--- src/rtl/mul_seq_16_if.sv ---
// ---------------------------------------------------------------------------
// mul_seq_16_if
//   Request/result bundle for the sequential multiplier mul_seq_16.
//
//   Signals:
//     start  request a multiply (requester -> multiplier)
//     a, b   operands, sampled on the accepting edge (requester -> multiplier)
//     busy   high while an operation is iterating (multiplier -> requester)
//     done   one-cycle pulse when the result is valid (multiplier -> requester)
//     ld     copy of done, load enable for the downstream register
//     out    low WIDTH bits of the product, held until the next result
//     ovf    product did not fit in WIDTH bits, held alongside out
//
//   Handshake: start is a request that is only accepted when the multiplier
//   is not busy (IDLE or DONE). There is no ready signal: a requester that
//   keeps start high while busy is simply ignored until the block frees up.
//   done/ld is a single-cycle strobe with no back-pressure; the consumer must
//   capture out on the edge where it samples ld=1.
//
//   Modports: master = requester/consumer side, slave = multiplier side.
// ---------------------------------------------------------------------------
interface mul_seq_16_if #(
    parameter int WIDTH = 16
);
    logic             start;
    logic [WIDTH-1:0] a;
    logic [WIDTH-1:0] b;
    logic             busy;
    logic             done;
    logic             ld;
    logic [WIDTH-1:0] out;
    logic             ovf;

    modport master (
        output start, a, b,
        input  busy, done, ld, out, ovf
    );

    modport slave (
        input  start, a, b,
        output busy, done, ld, out, ovf
    );
endinterface

--- src/rtl/mul_seq_16.sv ---
// ---------------------------------------------------------------------------
// mul_seq_16
//   Sequential shift-and-add multiplier. One operand bit is consumed per
//   clock, so a product takes WIDTH cycles in RUN followed by one DONE cycle
//   in which done/ld pulse. The result (out, ovf) is registered and held
//   until the next result or a reset.
//
//   Ports:
//     clk        rising-edge clock
//     reset      asynchronous, active-low reset
//     bus        mul_seq_16_if.slave: start/a/b in, busy/done/ld/out/ovf out
//     state_dbg  current FSM state (IDLE=0, RUN=1, DONE=2) for observation
//
//   Build option:
//     MUL_SIGNED_EN  when defined, a and b are two's-complement. Magnitudes
//                    are multiplied and the product is negated at the result
//                    edge when the operand signs differ. Overflow then means
//                    the signed product is outside the signed WIDTH range.
// ---------------------------------------------------------------------------
module mul_seq_16 #(
    parameter int WIDTH = 16
) (
    input  logic        clk,
    input  logic        reset,
    mul_seq_16_if.slave bus,
    output logic [1:0]  state_dbg
);

    localparam int CW = (WIDTH > 2) ? $clog2(WIDTH) : 1;
    localparam logic [CW-1:0] CNT_LAST = CW'(WIDTH - 1);

    typedef enum logic [1:0] {
        IDLE = 2'd0,
        RUN  = 2'd1,
        DONE = 2'd2
    } state_t;

    state_t state_q, state_d;

    logic [2*WIDTH-1:0] mcand_q;
    logic [WIDTH-1:0]   mplier_q;
    logic [2*WIDTH-1:0] acc_q;
    logic [CW-1:0]      cnt_q;
    logic [WIDTH-1:0]   out_q;
    logic               ovf_q;

    logic               accept;
    logic               last_iter;
    logic               busy_c;
    logic               done_c;

    logic [2*WIDTH-1:0] acc_sum;
    logic [2*WIDTH-1:0] result;
    logic               ovf_c;
    logic [WIDTH-1:0]   op_a;
    logic [WIDTH-1:0]   op_b;

`ifdef MUL_SIGNED_EN
    logic               sign_q;
    logic               sign_in;
`endif

    // ------------------------------------------------------------------
    // FSM: state register
    // ------------------------------------------------------------------
    always_ff @(posedge clk or negedge reset) begin
        if (!reset) begin
            state_q <= IDLE;
        end else begin
            state_q <= state_d;
        end
    end

    // ------------------------------------------------------------------
    // FSM: next state and state-decoded outputs
    // ------------------------------------------------------------------
    always_comb begin
        state_d   = state_q;
        accept    = 1'b0;
        last_iter = 1'b0;
        busy_c    = 1'b0;
        done_c    = 1'b0;
        case (state_q)
            IDLE: begin
                if (bus.start) begin
                    accept  = 1'b1;
                    state_d = RUN;
                end
            end
            RUN: begin
                busy_c = 1'b1;
                if (cnt_q == CNT_LAST) begin
                    last_iter = 1'b1;
                    state_d   = DONE;
                end
            end
            DONE: begin
                done_c = 1'b1;
                // A request in DONE is taken immediately for back-to-back use.
                if (bus.start) begin
                    accept  = 1'b1;
                    state_d = RUN;
                end else begin
                    state_d = IDLE;
                end
            end
            default: begin
                state_d = IDLE;
            end
        endcase
    end

    // ------------------------------------------------------------------
    // Operand conditioning and result formation
    // ------------------------------------------------------------------
    // mcand is 2*WIDTH wide so the running sum never loses a carry.
    assign acc_sum = mplier_q[0] ? (acc_q + mcand_q) : acc_q;

`ifdef MUL_SIGNED_EN
    // Negating the most negative value yields itself, which is also its
    // correct unsigned magnitude, so no special case is needed.
    assign op_a    = bus.a[WIDTH-1] ? (-bus.a) : bus.a;
    assign op_b    = bus.b[WIDTH-1] ? (-bus.b) : bus.b;
    assign sign_in = bus.a[WIDTH-1] ^ bus.b[WIDTH-1];
    assign result  = sign_q ? (-acc_sum) : acc_sum;
    // The signed product fits in WIDTH bits only if bits [2W-1:W-1] are
    // a pure sign extension (all zeros or all ones).
    assign ovf_c   = !((&result[2*WIDTH-1:WIDTH-1]) || (~|result[2*WIDTH-1:WIDTH-1]));
`else
    assign op_a    = bus.a;
    assign op_b    = bus.b;
    assign result  = acc_sum;
    assign ovf_c   = |result[2*WIDTH-1:WIDTH];
`endif

    // ------------------------------------------------------------------
    // Datapath registers
    // ------------------------------------------------------------------
    always_ff @(posedge clk or negedge reset) begin
        if (!reset) begin
            mcand_q  <= '0;
            mplier_q <= '0;
            acc_q    <= '0;
            cnt_q    <= '0;
            out_q    <= '0;
            ovf_q    <= 1'b0;
`ifdef MUL_SIGNED_EN
            sign_q   <= 1'b0;
`endif
        end else begin
            if (accept) begin
                mcand_q  <= {{WIDTH{1'b0}}, op_a};
                mplier_q <= op_b;
                acc_q    <= '0;
                cnt_q    <= '0;
`ifdef MUL_SIGNED_EN
                sign_q   <= sign_in;
`endif
            end else if (state_q == RUN) begin
                acc_q    <= acc_sum;
                mcand_q  <= mcand_q << 1;
                mplier_q <= mplier_q >> 1;
                cnt_q    <= cnt_q + 1'b1;
                if (last_iter) begin
                    out_q <= result[WIDTH-1:0];
                    ovf_q <= ovf_c;
                end
            end
        end
    end

    // ------------------------------------------------------------------
    // Outputs: all decoded from registers only
    // ------------------------------------------------------------------
    assign bus.busy  = busy_c;
    assign bus.done  = done_c;
    assign bus.ld    = done_c;
    assign bus.out   = out_q;
    assign bus.ovf   = ovf_q;
    assign state_dbg = state_q;

endmodule

--- src/flat_wrapper.sv ---
// flat-port wrapper written by rule: the top's interface ports become plain ports
module mul_seq_16_flat 
#(
    parameter int WIDTH = 16
)
  (clk, reset, state_dbg, bus_start, bus_a, bus_b, bus_busy, bus_done, bus_ld, bus_out, bus_ovf);
  mul_seq_16_if #(.WIDTH(WIDTH)) bus_i ();
  input  logic clk;
  input  logic reset;
  output logic [1:0] state_dbg;
  input wire logic [$bits(bus_i.start)-1:0] bus_start;
  input wire logic [$bits(bus_i.a)-1:0] bus_a;
  input wire logic [$bits(bus_i.b)-1:0] bus_b;
  output wire logic [$bits(bus_i.busy)-1:0] bus_busy;
  output wire logic [$bits(bus_i.done)-1:0] bus_done;
  output wire logic [$bits(bus_i.ld)-1:0] bus_ld;
  output wire logic [$bits(bus_i.out)-1:0] bus_out;
  output wire logic [$bits(bus_i.ovf)-1:0] bus_ovf;
  assign bus_i.start = bus_start;
  assign bus_i.a = bus_a;
  assign bus_i.b = bus_b;
  assign bus_busy = bus_i.busy;
  assign bus_done = bus_i.done;
  assign bus_ld = bus_i.ld;
  assign bus_out = bus_i.out;
  assign bus_ovf = bus_i.ovf;
  mul_seq_16 #(.WIDTH(WIDTH)) u_core (.clk(clk), .reset(reset), .bus(bus_i), .state_dbg(state_dbg));
endmodule
--- config.mk ---
export PLATFORM = sky130hd
export DESIGN_NAME = mul_seq_16_flat
export DESIGN_NICKNAME = d
export VERILOG_FILES = /design/src/rtl/mul_seq_16_if.sv /design/src/rtl/mul_seq_16.sv /design/src/flat_wrapper.sv
export SDC_FILE = /design/constraint.sdc
export NUM_CORES = 1
export LEC_CHECK = 0
export ABC_AREA = 1
export CORE_MARGIN = 8
export CORE_UTILIZATION = 59
export DETAILED_ROUTE_END_ITERATION = 7
export GPL_TIMING_DRIVEN = 0
export MAX_ROUTING_LAYER = met4
export PLACE_DENSITY = 0.81
export SYNTH_ARGS = -nofsm -noshare
export SYNTH_HDL_FRONTEND = slang
export SYNTH_SLANG_ARGS = --single-unit
--- constraint.sdc ---
create_clock -name clk -period 2.3 [get_ports clk]
set_input_delay 0.46 -clock clk [delete_from_list [all_inputs] [get_ports clk]]
set_output_delay 0.46 -clock clk [all_outputs]
set_load 0.05 [all_outputs]
==> metrics.md, run 1 <==
| Metric | Value |
|---|---|
| Drt pass-1 iters | 8 |
| Worst hold path type | in -> async |
| R2R depth | 13 |
| Crit-path leading delay family | simple AND/OR/NAND/NOR gates |
| Crit path buf inv count | 1 |
| Port-buffer cells | 56 |
| Clock buffer depth | 2 |
| Slew Viols, Final | 0 |
| Final min period | 2.30 ns |
| GRT Resource Usage Total | 24.9% |
| Routed vias/inst | 5.48 |
| Final Cell Area | 8490 um2 |
| Yosys warning count | 0 |
| Violated checks | DRC |
| Crit start category | flop |
| Placed cell area | 7670 um2 |
| FF-to-FF setup slack | 0.004 ns |
| Unrepaired setup endpoints after global routing | yes |
| Slew margin rel. | 55.3% |
| Max Freq | 436 MHz |
| Placer Congestion | 0.983 |
| Site row count | 39 |
| Vias | 6,836 |
| Core area | 11,400 um2 |
| CTS tree | built |
| Setup_tns | 0 ns |
| Synth area leaders | dfrtp_1, nand2_1, inv_1, ha_1, nand3_1 |
| Post-synth ARST share | 100% |
| VDD IR max | 1.07 mV |
| Outcome | complete, but fails checks |
| H-tree depth | 3 |
| Netlist cell types | 32 |
| Routed WL | 19,600 um |
| R2R Path Start | u_core.acc_q[0] |
| Fill cells | 891 |
| Die width | 124 um |
| Fin. Hold Viols | 0 |
| Num ports | 57 |
| Synth cell count leaders | nand2_1, inv_1, dfrtp_1, nand3_1, nor2_1 |
| WP data arrival | 2.54 ns |
| GRT overflow | 0 |
| Non-Filler Instances | 1,247 |
| Prevailing post-synth register cell | dfrtp_1 |
| Most common cell in the netlist | nand2_1 |
| Final nets | 1,167 |
| Clock Latency Late Sink | 0.36 ns |
| Leak | 4.40 nW |
| Worst hold slack | 0.0476 ns |
| Detailed Place HPWL | 14,600 um |
| Vias in the first global route | 6,645 |
| Sink Count | 103 |
| Sequential share of the synthesized area | 37.3% |
| Slowest-stage cell, CP | dfrtp_1 |
| Placed cells | 1,220 |
| Syn avg cell area | 6.77 um2 |
| Worst-path cell chain | ha_2, fa_2, buf_6, nand3_1, nand3_2, nand2_1, nand4_1, nand3_1, nand2_1, nor2_2, nand2_1, nor2_2, a21oi_1 |
| FF+latch count, synth | 103 |
| Clk pin slew, worst setup/hold paths | 0.08 ns |
| Mapped Area | 6910 um2 |
| Post-synth EDFFs | 0 |
| DR DRC count | 2 |
| Post-route ant nets | 0 |
| Initial antenna violation count | 0 |
| Root Buffer | clkbuf_16 |
| P&R area growth vs syn | 22.8% |
| Ant. Diodes | 0 |
| Area of the die | 15,400 um2 |
| Worst clock skew | 0.00764 ns |
| Fin util | 74.3% |
| Largest net degree at the start of global routing | 68 |
| Syn_nets | 1,088 |
| Initial Utilization | 60.5% |
| CP Class | reg -> reg |
| WP depth | 13 |
| Max_cap viols | 0 |
| Yosys top cell by area | dfrtp_1 |
| Final setup viols | 0 |
| CP max FO | 3 |
| Die Ht | 124 um |
| Tcrit/Tclk final | 99.8% |
| First-pass GRT wire length | 31,100 um |
| Critical Path Most Common Cell | nand2_1 |
| Max incr delay on CP | 0.38 ns |
| Initial drt markers | 668 |
| Layout cells sized above 1 | 12.3% |
| Reg-to-Reg End | u_core.bus.ovf |
| DR WL/cell | 15.8 um |
| Crit. End Element | flop |
| Synth top area share | 37.3% |
| Slew @ Worst Pin | 0.671 ns |
| Required @ worst endpoint | 2.55 ns |
| Syn Inst Count | 1,020 |
| P per Cell Area | 1680 nW/um2 |
| Num CTS Buffers | 9 |
## layout by cell type, fill, tap and decap left out, types with 2 or more instances in the layout
master             n
dfrtp_1          101
clkbuf_1          22
buf_4             12
clkinv_4           2
nand3_2           12
nand3b_1           2
buf_1              4
inv_2              3
ha_2               6
a21oi_2            2
ha_1               6
nand2_2           22
xnor2_1            3
ha_4              20
buf_2              6
dfrtp_2            2
nor2_1            32
nand3_1           57
clkinv_1           3
xor2_1            12
o22ai_1           30
nand2_1          351
nor2_4             5
inv_8              2
inv_1            194
clkbuf_16          9
a21oi_1           16
o21ai_0           44
clkdlybuf4s50_1   53
nor2_2            22
o211ai_1           3
nand4_1            7
o221ai_1          24
## worst max path at each step
stage,slack (ns),endpoint,start
floorplan,0.10,bus_ld,u_core.state_dbg[1]
global placement,-3.01,u_core.acc_q[29],reset
detailed placement,-0.30,u_core.bus.ovf,u_core.acc_q[0]
CTS,-0.01,u_core.bus.ovf,u_core.mcand_q[0]
global route,-0.09,u_core.bus.ovf,u_core.mcand_q[14]
finish,0.004,u_core.bus.ovf,u_core.acc_q[0]
## metal layers
layer	track usage, %	share of wire, %
met2	39.5	46
met5	-	0
met4	8.65	2.4
met1	31.7	44
met3	3.91	7.1
## logic make-up (layout without fill, tap and decap cells)
group                    count (synthesis)  count (layout)  synth area share, %
buffers and inverters                  233             317                 12.8
flip-flops                             103             103                 37.3
XOR/XNOR                                15              15                 1.90
AO/OA/AOI/OAI                          122             122                 10.9
AND/OR/NAND/NOR                        514             514                 31.0
adder cells (fa/ha/maj)                 33              33                 6.08
## flip-flops by register name, indices dropped and copies added, names as in the netlist
register,cells
u_core.acc_q,32
u_core.bus.out,16
u_core.bus.ovf,1
u_core.cnt_q,4
u_core.mcand_q,32
u_core.mplier_q,16
u_core.state_dbg,2
## through the flow
| step | total power, mW | setup slack [ns] |
|---|---|---|
| 2_1_floorplan | 9.10 | 0.104 |
| 3_3_place_gp | 11.1 | -3.01 |
| 3_5_place_dp | 11.3 | -0.298 |
| 4_1_cts | 13.2 | -0.0107 |
| 5_1_grt | 15.4 | -0.0926 |
| 6_report | 14.3 | 0.00446 |
## cell type report
| class | instances | area, um2 | share of cell area, % |
|---|---|---|---|
| buffer | 33 | 135 | 1.59 |
| clock buffer | 9 | 225 | 2.65 |
| clock inverter | 7 | 81.3 | 0.958 |
| inverter | 200 | 751 | 8.85 |
| multi-input combinational | 684 | 3860 | 45.5 |
| sequential | 103 | 2580 | 30.4 |
| tap | 143 | 179 | 2.11 |
| timing repair buffer | 68 | 676 | 7.96 |
## repair_timing
action                                 CTS  global route
hold buffers                             0             0
gates resized for setup                 19            68
pin swaps                               14             9
setup endpoints to repair                4            11
endpoints found under the hold margin    0             0
cloned                                   0             0
buffers inserted                         9             2
## power breakdown
group	switching [mW]	internal, mW	total (mW)
combinational	5.94	3.39	9.33
sequential	0.693	2.66	3.35
clock	0.791	0.782	1.57
total	7.42	6.83	14.3
## worst register-to-register path, stage by stage, from the launching register on
cell	delay [ns]
dfrtp_1	0.38
ha_2	0.20
fa_2	0.38
buf_6	0.14
nand3_1	0.10
nand3_2	0.16
nand2_1	0.15
nand4_1	0.11
nand3_1	0.11
nand2_1	0.09
nor2_2	0.10
nand2_1	0.06
nor2_2	0.12
a21oi_1	0.08
Note: power is estimated with default switching activity, not from simulation.
==> run 2: changes to the inputs <==
CORE_UTILIZATION = 50   (was 59)
CTS_BUF_LIST = sky130_fd_sc_hd__clkbuf_16   (was unset)
PLACE_DENSITY = 0.78   (was 0.81)
==> run 2 against run 1 <==
Net effect: the flow now finishes without violations; worst hold slack improved by 0.0048 ns; core utilization decreased by 11 points; power increased by 0.56%; clock skew increased by 0.0010 ns; cell count increased by 3.0%; final area increased by 1.2%; first-iteration DRC count decreased by 2.8%; count of clock-buffer cells in the layout unchanged; register-to-register slack about the same; die area increased by 16%; combinational power increased by 2%; critical endpoint unchanged.
==> metrics.md, run 2 (synthesized netlist as in run 1, its figures left out) <==
| Metric | Value |
|---|---|
| Unrepaired setup endpoints after global routing | yes (unchanged) |
| Die width | 134 um (was 124 um) |
| Vias in the first global route | 6,308 (was 6,645) |
| GRT Resource Usage Total | 21.6% (was 24.9%) |
| Num CTS Buffers | 9 (unchanged) |
| R2R Path Start | u_core.mcand_q[12] (was u_core.acc_q[0]) |
| Worst hold path type | in -> async (unchanged) |
| Hold buffer count at CTS | 0 (unchanged) |
| Post-route ant nets | 0 (unchanged) |
| Max incr delay on CP | 0.44 ns (was 0.38 ns) |
| P&R area growth vs syn | 24.4% (was 22.8%) |
| R2R depth | 14 (was 13) |
| Fin util | 62.9% (was 74.3%) |
| Min setup slack post-route | 0.00829 ns (was 0.00446 ns) |
| Drt pass-1 iters | 6 (was 8) |
| Clk pin slew, worst setup/hold paths | 0.07 ns (was 0.08 ns) |
| Sink Count | 103 (unchanged) |
| Crit. End Element | flop (unchanged) |
| Placed cells | 1,257 (was 1,220) |
| Initial drt markers | 649 (was 668) |
| Initial Utilization | 50.6% (was 60.5%) |
| Routed WL | 19,400 um (was 19,600 um) |
| Crit-path leading delay family | simple AND/OR/NAND/NOR gates (unchanged) |
| Vias | 6,785 (was 6,836) |
| Critical Path Most Common Cell | nand2_1 (unchanged) |
| Port-buffer cells | 56 (unchanged) |
| Max Freq | 436 MHz (about the same) |
| Core area | 13,700 um2 (was 11,400 um2) |
| Detailed Place HPWL | 14,400 um (was 14,600 um) |
| Worst-path cell chain | ha_4, nand2_1, nor2_1, nand2_1, inv_1, nand2_2, nand2_1, nand2_1, nand3_2, o211ai_1, nor2_1, nand2_1, nor2_2, a21oi_1 (was ha_2, fa_2, buf_6, nand3_1, nand3_2, nand2_1, nand4_1, nand3_1, nand2_1, nor2_2, nand2_1, nor2_2, a21oi_1) |
| CP Class | reg -> reg (unchanged) |
| Site row count | 43 (was 39) |
| Num ports | 57 (unchanged) |
| Routed vias/inst | 5.28 (was 5.48) |
| Area of the die | 17,800 um2 (was 15,400 um2) |
| Slowest-stage cell, CP | dfrtp_2 (was dfrtp_1) |
| Fill cells | 1,232 (was 891) |
| Commonest non-fill, non-tap cells in the layout | nand2_1, inv_1, dfrtp_1 (unchanged) |
| Tcrit/Tclk final | 99.6% (was 99.8%) |
| DR WL/cell | 15.1 um (was 15.8 um) |
| Slew @ Worst Pin | 0.653 ns (was 0.671 ns) |
| CTS tree | built (unchanged) |
| VDD IR max | 0.809 mV (was 1.07 mV) |
| Biggest regs | u_core.acc_q x32, u_core.mcand_q x32 (unchanged) |
| P per Cell Area | 1670 nW/um2 (was 1680 nW/um2) |
| DR DRC count | 0 (was 2) |
| Outcome | completed (was complete, but fails checks) |
| Pre-CTS setup slack | -0.217 ns (was -0.298 ns) |
| Total chip power | 14.3 mW (about the same) |
| Final min period | 2.29 ns (was 2.30 ns) |
| Slew margin rel. | 56.5% (was 55.3%) |
| Largest net degree at the start of global routing | 71 (was 68) |
| CP max FO | 4 (was 3) |
| Required @ worst endpoint | 2.54 ns (was 2.55 ns) |
| GRT overflow | 0 (unchanged) |
| Clock buffer depth | 2 (unchanged) |
| Die Ht | 134 um (was 124 um) |
| Layout cells sized above 1 | 13.6% (was 12.3%) |
| Final Cell Area | 8590 um2 (was 8490 um2) |
| Multi-input logic area | 3950 um2 (was 3860 um2) |
| Worst hold slack | 0.0524 ns (was 0.0476 ns) |
| Final nets | 1,168 (was 1,167) |
| Placer Congestion | 0.962 (was 0.983) |
| Reg-to-Reg End | u_core.bus.ovf (unchanged) |
| Max_cap viols | 0 (unchanged) |
| Crit start category | flop (unchanged) |
| Fin. Hold Viols | 0 (unchanged) |
| Clock Latency Late Sink | 0.36 ns (about the same) |
| Slew Viols, Final | 0 (unchanged) |
| Initial antenna violation count | 0 (unchanged) |
| WP data arrival | 2.53 ns (was 2.54 ns) |
| Most common cell after layout, fill and taps aside | nand2_1 (unchanged) |
| Non-Filler Instances | 1,284 (was 1,247) |
| First-pass GRT wire length | 30,200 um (was 31,100 um) |
| Placed cell area | 7720 um2 (was 7670 um2) |
| Sequential cell area | 2580 um2 (about the same) |
| Root Buffer | clkbuf_16 (unchanged) |
| FF-to-FF setup slack | 0.008 ns (was 0.004 ns) |
| Setup_tns | 0 ns (unchanged) |
| Final setup viols | 0 (unchanged) |
| Crit path buf inv count | 1 (unchanged) |
| Worst clock skew | 0.00867 ns (was 0.00764 ns) |
| Ant. Diodes | 0 (unchanged) |
| H-tree depth | 3 (unchanged) |
| Leak | 4.40 nW (about the same) |
-- run 2: cell count changes in the layout (fill, tap and decap cells not counted), moves of 3 or more --
cell     previous run  this run
nor2_4              5         9
nand2_1           351       339
nor2_2             22        18
nand2_4             0         3
a21oi_1            16        13
nand2_2            22        31
a21oi_2             2         5
-- run 2: where the power goes --
part / internal (mW) / leakage, nW / switching [mW] / total (mW)
clock: 0.738 / 0.135 / 0.718 / 1.46
sequential: 2.66 / 1.28 / 0.699 / 3.36
combinational: 3.54 / 2.98 / 5.97 / 9.52
total: 6.94 / 4.40 / 7.39 / 14.3
-- run 2: worst max path at each step --
stage / endpoint / cells past startpoint / startpoint
floorplan: bus_ld / 3 / u_core.state_dbg[1]
global placement: u_core.acc_q[27] / 1 / reset
detailed placement: u_core.bus.ovf / 14 / u_core.acc_q[0]
CTS: u_core.bus.ovf / 14 / u_core.acc_q[21]
global route: u_core.bus.ovf / 14 / u_core.mcand_q[12]
finish: u_core.bus.ovf / 14 / u_core.mcand_q[12]
-- run 2: cell type report --
class,count,area share [%]
Buffer,33,1.57
Inverter,200,8.74
Tap cell,180,2.62
Clock inverter,6,0.524
Sequential cell,103,30.1
Clock buffer,9,2.62
Timing Repair Buffer,69,7.95
Multi-Input combinational cell,684,45.9
-- run 2: worst register-to-register path: cells and delay by family, from the launching register on --
kind / cells / cell delay (ns)
AND/OR/NAND/NOR: 10 / 1.07
flip-flops: 1 / 0.44
adder cells (fa/ha/maj): 1 / 0.32
AO/OA/AOI/OAI: 2 / 0.25
buffers and inverters: 1 / 0.08
-- run 2: timing repair --
item | CTS | global route
hold endpoints to repair | 0 | 0
buffers inserted | 2 | 10
resized for setup | 16 | 93
setup endpoints to repair | 4 | 10
pin swaps | 4 | 24
-- run 2: per-layer routing --
metal / up-vias / global-route usage (%) / share of wire, %
met2: 190 / 33.8 / 47
met5: - / - / 0
met3: 33 / 3.09 / 5.8
li1: 3359 / - / -
met1: 3203 / 28.3 / 45
met4: 0 / 6.80 / 2.1
==> run 3: changes to the inputs <==
CELL_PAD_IN_SITES_DETAIL_PLACEMENT = 0   (was unset)
CELL_PAD_IN_SITES_GLOBAL_PLACEMENT = 1   (was unset)
CORE_UTILIZATION = 42   (was 50)
PLACE_DENSITY = 0.88   (was 0.78)
SLEW_MARGIN = 30   (was unset)
==> run 3 against run 2 <==
Net effect: worst setup slack better by 0.0056 ns; via count fell by 2.4%; largest power group unchanged; count of clock-buffer cells in the layout is the same; critical path depth is the same; clock skew is 0.0023 ns higher; final area grew 0.36%; global-route usage is 0.93 points lower; register-to-register slack is essentially flat; wire length up 1.9%.
==> metrics.md, run 3 (synthesized netlist as in run 1, its figures left out) <==
| Metric | Value |
|---|---|
| Max_cap viols | 0 (unchanged) |
| P&R area growth vs syn | 24.8% (was 24.4%) |
| Combinational share of power | 64.3% (was 66.4%) |
| Crit start category | flop (unchanged) |
| CP max FO | 3 (was 4) |
| Sink Count | 103 (unchanged) |
| Num ports | 57 (unchanged) |
| WP data arrival | 2.53 ns (about the same) |
| Worst-path cell chain | ha_2, fa_2, nand3_2, nand3_4, nand3_2, nand3b_1, nand2_1, nand3_1, nand3_2, nand2_1, nor2_1, nand2_1, nor2_2, a21oi_1 (was ha_4, nand2_1, nor2_1, nand2_1, inv_1, nand2_2, nand2_1, nand2_1, nand3_2, o211ai_1, nor2_1, nand2_1, nor2_2, a21oi_1) |
| Worst hold path type | reg -> reg (was in -> async) |
| Die width | 144 um (was 134 um) |
| Final min period | 2.29 ns (about the same) |
| Slew Viols, Final | 0 (unchanged) |
| CP Class | reg -> reg (unchanged) |
| Routed WL | 19,800 um (was 19,400 um) |
| Unrepaired setup endpoints after global routing | yes (unchanged) |
| Initial drt markers | 406 (was 649) |
| Pint | 7.14 mW (was 6.94 mW) |
| Placed cell area | 7770 um2 (was 7720 um2) |
| Biggest regs | u_core.acc_q x32, u_core.mcand_q x32 (unchanged) |
| Detailed Place HPWL | 15,300 um (was 14,400 um) |
| First-pass GRT wire length | 32,200 um (was 30,200 um) |
| Vias in the first global route | 6,556 (was 6,308) |
| Placer Congestion | 0.916 (was 0.962) |
| Leak | 4.42 nW (was 4.40 nW) |
| Vias | 6,623 (was 6,785) |
| VDD IR max | 0.893 mV (was 0.809 mV) |
| Clock share of power | 12.6% (was 10.2%) |
| Layout cells sized above 1 | 12.3% (was 13.6%) |
| Post-route ant nets | 0 (unchanged) |
| Sequential share of power | 23.2% (was 23.5%) |
| CTS tree | built (unchanged) |
| Initial antenna violation count | 0 (unchanged) |
| Core area | 16,300 um2 (was 13,700 um2) |
| Net Sw Frac | 50.2% (was 51.6%) |
| Num CTS Buffers | 9 (unchanged) |
| Port-buffer cells | 56 (unchanged) |
| Slew margin rel. | 52.1% (was 56.5%) |
| Largest net degree at the start of global routing | 69 (was 71) |
| Ant. Diodes | 0 (unchanged) |
| Slew @ Worst Pin | 0.719 ns (was 0.653 ns) |
| Final nets | 1,169 (was 1,168) |
| Outcome | completed (unchanged) |
| DR WL/cell | 14.9 um (was 15.1 um) |
| P per Cell Area | 1660 nW/um2 (was 1670 nW/um2) |
| FF-to-FF setup slack | 0.01 ns (was 0.008 ns) |
| Crit. End Element | flop (unchanged) |
| Fin. Hold Viols | 0 (unchanged) |
| Routed vias/inst | 4.99 (was 5.28) |
| Crit path buf inv count | 0 (was 1) |
| Drt pass-1 iters | 5 (was 6) |
| Required @ worst endpoint | 2.54 ns (about the same) |
| Max Freq | 437 MHz (was 436 MHz) |
| Slowest-stage cell, CP | fa_2 (was dfrtp_2) |
| Final setup viols | 0 (unchanged) |
| Site row count | 47 (was 43) |
| Commonest non-fill, non-tap cells in the layout | nand2_1, inv_1, dfrtp_1 (unchanged) |
| Worst clock skew | 0.0110 ns (was 0.00867 ns) |
| Crit-path leading delay family | simple AND/OR/NAND/NOR gates (unchanged) |
| DR DRC count | 0 (unchanged) |
| Placed cells | 1,297 (was 1,257) |
| Clock Latency Late Sink | 0.36 ns (about the same) |
| Clk pin slew, worst setup/hold paths | 0.08 ns (was 0.07 ns) |
| Tcrit/Tclk final | 99.4% (was 99.6%) |
| Die Ht | 144 um (was 134 um) |
| Psw | 7.19 mW (was 7.39 mW) |
| Area of the die | 20,800 um2 (was 17,800 um2) |
| H-tree depth | 3 (unchanged) |
| GRT overflow | 0 (unchanged) |
| Max incr delay on CP | 0.42 ns (was 0.44 ns) |
| Non-Filler Instances | 1,326 (was 1,284) |
| GRT Resource Usage Total | 20.6% (was 21.6%) |
| Most common cell after layout, fill and taps aside | nand2_1 (unchanged) |
| Final Cell Area | 8620 um2 (was 8590 um2) |
| Fin util | 52.7% (was 62.9%) |
| Initial Utilization | 42.3% (was 50.6%) |
| Clock buffer depth | 2 (unchanged) |
| Root Buffer | clkbuf_16 (unchanged) |
[run 3: path summary, 6_finish.rpt]
| check | start | cells past startpoint | endpoint |
|---|---|---|---|
| setup / recovery | u_core.mcand_q[0] | 14 | u_core.bus.ovf |
| hold / removal | u_core.bus.out[12] | 2 | u_core.bus.out[12] |
| setup reg to reg | u_core.mcand_q[0] | 14 | u_core.bus.ovf |
| hold reg to reg | u_core.bus.out[12] | 2 | u_core.bus.out[12] |
| max in group asynchronous | reset | 3 | u_core.acc_q[20] |
| min in group asynchronous | reset | 2 | u_core.bus.out[0] |
[run 3: stage by stage]
step / TNS, ns / hold slack (ns) / power, mW / worst slack [ns]
CTS: -0.0138 / 0.492 / 13.6 / -0.0138
global placement: -331.53 / 0.467 / 11.3 / -3.22
finish: 0 / 0.484 / 14.3 / 0.0139
detailed placement: -0.636 / 0.381 / 11.4 / -0.273
floorplan: 0 / 0.164 / 9.10 / 0.104
global route: -0.328 / 0.517 / 15.6 / -0.150
[run 3: cell type report]
type                    count  area (um2)
plain buffers              33         138
well taps                 220         275
multi-input cells         684        3830
flip-flops and latches    103        2580
fillers                  1650        7720
inverters                 200         751
clock inverters             7         124
clock buffers               9         225
repair buffers             70         696
[run 3: power groups by stage]
stage / clock, mW / combinational, mW / sequential (mW)
after floorplan: 0 / 5.55 / 3.55
after global placement: 0 / 8.11 / 3.18
after detailed placement: 0 / 8.18 / 3.19
after CTS: 1.84 / 8.56 / 3.20
after global routing: 1.90 / 10.3 / 3.41
final: 1.80 / 9.21 / 3.32
[run 3: timing repair]
action	CTS	global route
buffers inserted	7	5
hold buffers	1	0
pin swaps	14	7
endpoints found under the hold margin	13	0
setup endpoints to repair	5	18
resized for setup	33	56
[run 3: worst register-to-register path: stages (launching register included)]
cell	delay, ns
dfrtp_1	0.39
ha_2	0.21
fa_2	0.42
nand3_2	0.10
nand3_4	0.08
nand3_2	0.07
nand3b_1	0.15
nand2_1	0.13
nand3_1	0.09
nand3_2	0.11
nand2_1	0.08
nor2_1	0.10
nand2_1	0.07
nor2_2	0.11
a21oi_1	0.07
[run 3: per-layer routing]
| metal | part of all wire [%] | global-route usage, % | up-vias |
|---|---|---|---|
| met5 | 0 | - | - |
| met4 | 2.1 | 6.74 | 0 |
| met3 | 5.0 | 2.94 | 26 |
| met2 | 47 | 33.0 | 154 |
| met1 | 46 | 26.5 | 3087 |
| li1 | - | - | 3356 |
